File: src/rtl/bht_update_ctrl.sv
// rtl/bht_update_ctrl.sv - branch history table update queue, read-port arbiter and updater FSM
module bht_update_ctrl #(
  parameter int FIFO_DEPTH   = 4,
  parameter int STARVE_LIMIT = 8
) (
  input  logic        clk,
  input  logic        reset,
  input  logic        bu0_valid,
  input  logic [63:0] bu0_pc,
  input  logic        bu0_taken,
  output logic        bu0_ready,
  input  logic        bu1_valid,
  input  logic [63:0] bu1_pc,
  input  logic        bu1_taken,
  output logic        bu1_ready,
  input  logic        fe_rd_req,
  input  logic [11:0] fe_rd_addr,
  output logic        fe_rd_grant,
  output logic        ram_rd_en,
  output logic [11:0] ram_rd_addr,
  input  logic [52:0] ram_rd_data,
  output logic        ram_wr_en,
  output logic [11:0] ram_wr_addr,
  output logic [52:0] ram_wr_data,
  output logic        init_done,
  output logic        busy
);

  localparam int PTR_W = (FIFO_DEPTH > 1) ? $clog2(FIFO_DEPTH) : 1;
  localparam int CNT_W = $clog2(FIFO_DEPTH + 1);
  localparam int STV_W = $clog2(STARVE_LIMIT + 1);
  localparam logic [PTR_W-1:0] LAST_PTR  = PTR_W'(FIFO_DEPTH - 1);
  localparam logic [CNT_W-1:0] FULL_CNT  = CNT_W'(FIFO_DEPTH);
  localparam logic [STV_W-1:0] STV_MAX   = STV_W'(STARVE_LIMIT);
  localparam logic [52:0]      INIT_WORD = {1'b0, 50'd0, 2'b01};

  typedef enum logic [2:0] {S_INIT, S_IDLE, S_RD, S_WT, S_WR} state_t;

  state_t           state;
  state_t           state_nxt;
  logic [11:0]      sweep_addr;
  logic [11:0]      q_idx   [FIFO_DEPTH];
  logic [49:0]      q_tag   [FIFO_DEPTH];
  logic             q_taken [FIFO_DEPTH];
  logic [PTR_W-1:0] wr_ptr;
  logic [PTR_W-1:0] rd_ptr;
  logic [CNT_W-1:0] count;
  logic             rr_ptr;
  logic [STV_W-1:0] starve_cnt;
  logic [52:0]      rd_q;

  logic             can_push;
  logic             push;
  logic             push_sel;
  logic             pop;
  logic             upd_forced;
  logic             upd_wins;
  logic [11:0]      head_idx;
  logic [49:0]      head_tag;
  logic             head_taken;
  logic             hit;
  logic [1:0]       cur_st;
  logic [1:0]       new_st;
  logic             unused_pc_lsbs;

  // Byte-offset bits of the PC never reach the table.
  assign unused_pc_lsbs = ^{bu0_pc[1:0], bu1_pc[1:0]};

  // Push side: ready reflects the registered count only, and a contested cycle goes to the rr port.
  assign init_done = (state != S_INIT);
  assign can_push  = init_done && (count != FULL_CNT);
  assign bu0_ready = can_push && !(bu0_valid && bu1_valid && rr_ptr);
  assign bu1_ready = can_push && !(bu0_valid && bu1_valid && !rr_ptr);
  assign push      = (bu0_valid && bu0_ready) || (bu1_valid && bu1_ready);
  assign push_sel  = !(bu0_valid && bu0_ready);

  assign head_idx   = q_idx[rd_ptr];
  assign head_tag   = q_tag[rd_ptr];
  assign head_taken = q_taken[rd_ptr];

  // Read-port arbitration: frontend first unless the updater has starved long enough.
  assign upd_forced  = (state == S_RD) && (starve_cnt == STV_MAX);
  assign fe_rd_grant = reset && fe_rd_req && !upd_forced;
  assign upd_wins    = reset && (state == S_RD) && !fe_rd_grant;
  assign ram_rd_en   = fe_rd_grant || upd_wins;
  assign ram_rd_addr = fe_rd_grant ? fe_rd_addr : head_idx;

  assign busy = reset && ((count != '0) || (state != S_IDLE));

  // Counter update: saturating step on a tag hit, fresh strong state on a miss.
  always_comb begin
    cur_st = rd_q[1:0];
    hit    = rd_q[52] && (rd_q[51:2] == head_tag);
    new_st = head_taken ? 2'b11 : 2'b00;
    if (hit) begin
      if (head_taken) new_st = (cur_st == 2'b11) ? 2'b11 : cur_st + 2'b01;
      else            new_st = (cur_st == 2'b00) ? 2'b00 : cur_st - 2'b01;
    end
  end

  // Updater next state and RAM write port.
  always_comb begin
    state_nxt   = state;
    pop         = 1'b0;
    ram_wr_en   = 1'b0;
    ram_wr_addr = head_idx;
    ram_wr_data = {1'b1, head_tag, new_st};
    case (state)
      S_INIT: begin
        ram_wr_en   = reset;
        ram_wr_addr = sweep_addr;
        ram_wr_data = INIT_WORD;
        if (sweep_addr == 12'hFFF) state_nxt = S_IDLE;
      end
      S_IDLE: if (count != '0) state_nxt = S_RD;
      S_RD:   if (upd_wins) state_nxt = S_WT;
      S_WT:   state_nxt = S_WR;
      S_WR: begin
        ram_wr_en = 1'b1;
        pop       = 1'b1;
        state_nxt = S_IDLE;
      end
      default: state_nxt = S_INIT;
    endcase
  end

  // State register; reset drops any update in flight and restarts the sweep.
  always_ff @(posedge clk or negedge reset) begin
    if (!reset) state <= S_INIT;
    else        state <= state_nxt;
  end

  // Sweep address walks the whole table once after reset.
  always_ff @(posedge clk or negedge reset) begin
    if (!reset)                sweep_addr <= '0;
    else if (state == S_INIT)  sweep_addr <= sweep_addr + 12'd1;
  end

  // Queue pointers, occupancy and round-robin pointer.
  always_ff @(posedge clk or negedge reset) begin
    if (!reset) begin
      wr_ptr <= '0;
      rd_ptr <= '0;
      count  <= '0;
      rr_ptr <= 1'b0;
    end else begin
      if (push) begin
        wr_ptr <= (wr_ptr == LAST_PTR) ? '0 : wr_ptr + PTR_W'(1);
        rr_ptr <= ~rr_ptr;
      end
      if (pop) rd_ptr <= (rd_ptr == LAST_PTR) ? '0 : rd_ptr + PTR_W'(1);
      case ({push, pop})
        2'b10:   count <= count + CNT_W'(1);
        2'b01:   count <= count - CNT_W'(1);
        default: ;
      endcase
    end
  end

  // Queue payload: table index, tag and resolved direction.
  always_ff @(posedge clk) begin
    if (push) begin
      q_idx[wr_ptr]   <= push_sel ? bu1_pc[13:2]  : bu0_pc[13:2];
      q_tag[wr_ptr]   <= push_sel ? bu1_pc[63:14] : bu0_pc[63:14];
      q_taken[wr_ptr] <= push_sel ? bu1_taken     : bu0_taken;
    end
  end

  // Starvation counter counts RD cycles lost to the frontend.
  always_ff @(posedge clk or negedge reset) begin
    if (!reset) starve_cnt <= '0;
    else if (state == S_RD) begin
      if (upd_wins)                  starve_cnt <= '0;
      else if (starve_cnt != STV_MAX) starve_cnt <= starve_cnt + STV_W'(1);
    end
  end

  // RAM read data is valid in WT; hold it for the WR decision.
  always_ff @(posedge clk or negedge reset) begin
    if (!reset)              rd_q <= '0;
    else if (state == S_WT)  rd_q <= ram_rd_data;
  end

endmodule

File: config.mk
export PLATFORM = sky130hd
export DESIGN_NAME = bht_update_ctrl
export DESIGN_NICKNAME = d
export VERILOG_FILES = /design/src/rtl/bht_update_ctrl.sv
export SDC_FILE = /design/constraint.sdc
export NUM_CORES = 1
export LEC_CHECK = 0
export BUFFER_PORTS_ARGS = -buffer_cell sky130_fd_sc_hd__buf_2
export CELL_PAD_IN_SITES_DETAIL_PLACEMENT = 0
export CELL_PAD_IN_SITES_GLOBAL_PLACEMENT = 1
export CORE_MARGIN = 1.5
export CORE_UTILIZATION = 38
export DETAILED_ROUTE_END_ITERATION = 10
export PLACE_DENSITY_LB_ADDON = 0.1
export REMOVE_ABC_BUFFERS = 1
export SYNTH_ARGS = -nofsm -noshare
export SYNTH_HDL_FRONTEND = slang
export SYNTH_SLANG_ARGS = --single-unit
File: constraint.sdc
create_clock -name clk -period 3.18 [get_ports clk]
set_input_delay 0.318 -clock clk [delete_from_list [all_inputs] [get_ports clk]]
set_output_delay 0.318 -clock clk [all_outputs]
set_load 0.01 [all_outputs]
==> results.json <==
{
  "r2r_slack_ns": 0.49,
  "drv_slew": 0,
  "synth_simple_gate_area_share_pct": 8.397,
  "finalHoldViolations": 0,
  "synth_xor_area_share_pct": 3.115,
  "finClkSkew_ns": 0.01760,
  "slew_headroom_pct": 41.02,
  "critical_path_arrival_ns": 3.60,
  "clk_latency_ns": 0.53,
  "place_worst_setup_slack_ns": -0.3011,
  "critPathKind": "flip-flop to output pin",
  "grt_max_degree": 57,
  "synth_ff_type": "edfxtp_1",
  "wl_um": 40180,
  "final_cell_area_um2": 19630,
  "period_minus_slack_ns": 3.913,
  "synth.distinct_cells": 60,
  "dpl_cell_area_um2": 18070,
  "coreArea_um2": 39550,
  "ys_seq_area_share_pct": 63.02,
  "dieArea_um2": 41170,
  "pin_count": 284,
  "crit_path_end_kind": "output pin",
  "netlist_top_cells_area": "edfxtp_1 (50%), dfrtp_1 (13%), mux2_2 (9.9%), mux4_2 (7.0%), xnor2_1 (2.7%)",
  "grt_pass1_wl_um": 60360,
  "hpwl_um": 28940,
  "num_rows": 73,
  "violations": "setup timing",
  "vias": 9739,
  "cts.clk_slew.worst_paths_ns": 0.06,
  "cts.path.max_buffers": 3,
  "max_freq_mhz": 255.5,
  "numCtsBuffers": 37,
  "synth_area_um2": 15180,
  "synthCells": 993,
  "synth-adder-area-share_pct": 0.8734,
  "n_fill_cell": 3471,
  "synth_top_family_by_area": "multiplexers",
  "clock_sinks": 332,
  "layout-drive-gt1-share_pct": 47.50,
  "synthToLayoutAreaGrowth_pct": 29.24,
  "worst_slack_ns": -0.7335,
  "maxCapViolCount": 0,
  "vdd.ir_drop.worst_mv": 0.4321,
  "worst-endpoint-required_ns": 2.86,
  "vias_per_cell": 5.005,
  "power_mw": 20.74,
  "antenna_found_initial": 0,
  "initial_core_util_pct": 38.39,
  "die_h_um": 202.9,
  "yosysWarningCount": 0,
  "worstPathCellList": "buf_12 > buf_4 > mux4_2 > xnor2_2 > o2111ai_1 > or3_4 > nor4_4 > a21oi_1 > nor4b_2 > buf_2",
  "cts_tree": "built",
  "critPathSlowestCell": "mux4_2",
  "ys_seq_elements": 332,
  "cts_max_level": 2,
  "worst_slew_pin_slew_ns": 0.8847,
  "cp_max_fo": 7,
  "synthArstFlopShare_pct": 24.10,
  "wire_per_inst_um": 20.65,
  "power_density_nw_per_um2": 1057,
  "p_leak_nw": 7.706,
  "ant_nets": 0,
  "antennaDiodeCount": 0,
  "synth_edf_count": 252,
  "syn_avg_cell_area_um2": 15.29,
  "rsz0062_at_grt": "yes",
  "grt_pass1_vias": 9925,
  "synth.largest_area_cell": "edfxtp_1",
  "io_buffers": 279,
  "place.gp.congestion": 0.7964,
  "final-setup-viol-count": 2,
  "gr-total-overflow": 0,
  "cts_root_buf": "clkbuf_16",
  "crit_path_max_incr_delay_ns": 0.54,
  "nets": 1604,
  "hp-class": "primary input to flip-flop",
  "first_iter_violations": 510,
  "firstDrtPassIters": 4,
  "die_x_um": 202.9,
  "outcome": "complete, but fails checks",
  "period_share_pct": 123.1,
  "startpoint_type": "flip-flop",
  "synth_top_area_share_pct": 49.84,
  "synth-compound-area-share_pct": 3.321,
  "grt_usage_pct": 19.64,
  "drcViolationCount": 0,
  "synth_mux_area_share_pct": 19.29
}
placed cells by master (no fill, tap or decap), types with 14 or more instances in the layout:
cell type	n
nor2_1	34
nand2_1	74
buf_4	104
clkbuf_16	38
nand4_1	19
mux4_2	49
nand3_1	14
inv_1	18
xnor2_2	19
and2_1	40
xnor2_1	27
mux2_2	133
buf_12	15
dfrtp_1	78
buf_2	278
edfxtp_1	252
mux2i_1	32
cell families after synthesis:
group	count (synthesis)
DFF	332
and+or+nand+nor	244
xor gates and xnor gates	54
muxes	214
buffers and inverters	66
AOI/OAI and AO/OA	73
adders and majority gates	10
worst max-delay path: cells and delay by family, from the launching register on:
family          cells  cell delay [ns]
compound gates      2             0.27
xor+xnor            1             0.21
buf+inv             3             0.48
flops               1             0.49
mux                 1             0.54
simple gates        3             1.06
power by group:
group,total (mW),internal (mW),switching (mW)
Sequential,6.91,6.18,0.735
Clock,4.19,2.50,1.69
Combinational,9.64,4.69,4.95
layout make-up:
cell class                      instances  area [µm²]  share of cell area [%]
Clock inverter                         16       177.7                  0.9053
Multi-Input combinational cell        595        5517                   28.11
Inverter                               19       71.32                  0.3634
Tap cell                              525       656.9                   3.347
Timing Repair Buffer                  409        2610                   13.30
Sequential cell                       332        9577                   48.80
Clock buffer                           50        1016                   5.177
path summary, 6_finish.rpt:
path	from	to	cells after the start
max in group asynchronous	reset	rd_ptr[0]	3
worst min-delay path	ram_rd_data[37]	rd_q[37]	3
worst max-delay path	rd_ptr[0]	ram_wr_data[1]	10
worst max register to register	state[0]	q_tag[0][11]	6
worst min register to register	starve_cnt[3]	starve_cnt[3]	1
min in group asynchronous	reset	sweep_addr[6]	2
per-layer routing:
metal / track usage (%) / routed length [µm]
met1: 27.60 / 18600
met5: 0 / 0
met4: 4.339 / 614
met3: 2.873 / 1578
met2: 32.35 / 19390
flip-flops by register name (all words and copies together), names as in the netlist:
| name | flops |
|---|---|
| q_idx | 48 |
| rr_ptr | 1 |
| rd_q | 53 |
| count | 3 |
| sweep_addr | 12 |
| q_taken | 4 |
| rd_ptr | 2 |
| state | 3 |
| starve_cnt | 4 |
| q_tag | 200 |
| wr_ptr | 2 |
timing repair:
action / CTS / global route
hold endpoints to repair: 34 / 0
endpoints found under the setup margin: 2 / 2
hold buffers: 11 / 0
pin swaps: 7 / 5
gates resized for setup: 12 / 24
setup buffers: 0 / 2
gates cloned: 1 / 0
through the flow:
step	util [%]	setup TNS (ns)	hold slack, ns	std cells
3_3_place_gp	45.69	-0.5562	0.2878	1866
4_1_cts	49.19	-1.528	0.000006106	1944
6_report	49.62	-1.420	0.01720	1946
2_1_floorplan	-	-320.28	0.02241	946
3_5_place_dp	45.69	-0.5921	0.2919	1866
5_1_grt	49.62	-1.760	0.005231	1946
cells in the mapped netlist (5+ instances only):
library cell / instances
nand2_1: 75
a211oi_1: 7
o21ai_0: 14
and3_1: 8
ha_1: 9
and2_1: 45
xor2_1: 8
a31oi_1: 5
nor2_1: 34
mux2i_1: 32
nand4_1: 19
xnor2_1: 46
nor3_1: 10
mux2_2: 133
dfrtp_1: 80
a21oi_1: 11
mux4_2: 47
nor2b_1: 8
nand2b_1: 6
nand3_1: 14
or3_1: 5
buf_2: 10
inv_1: 19
or4_1: 5
edfxtp_1: 252
clkbuf_1: 26
(Power assumes the default switching activity.)
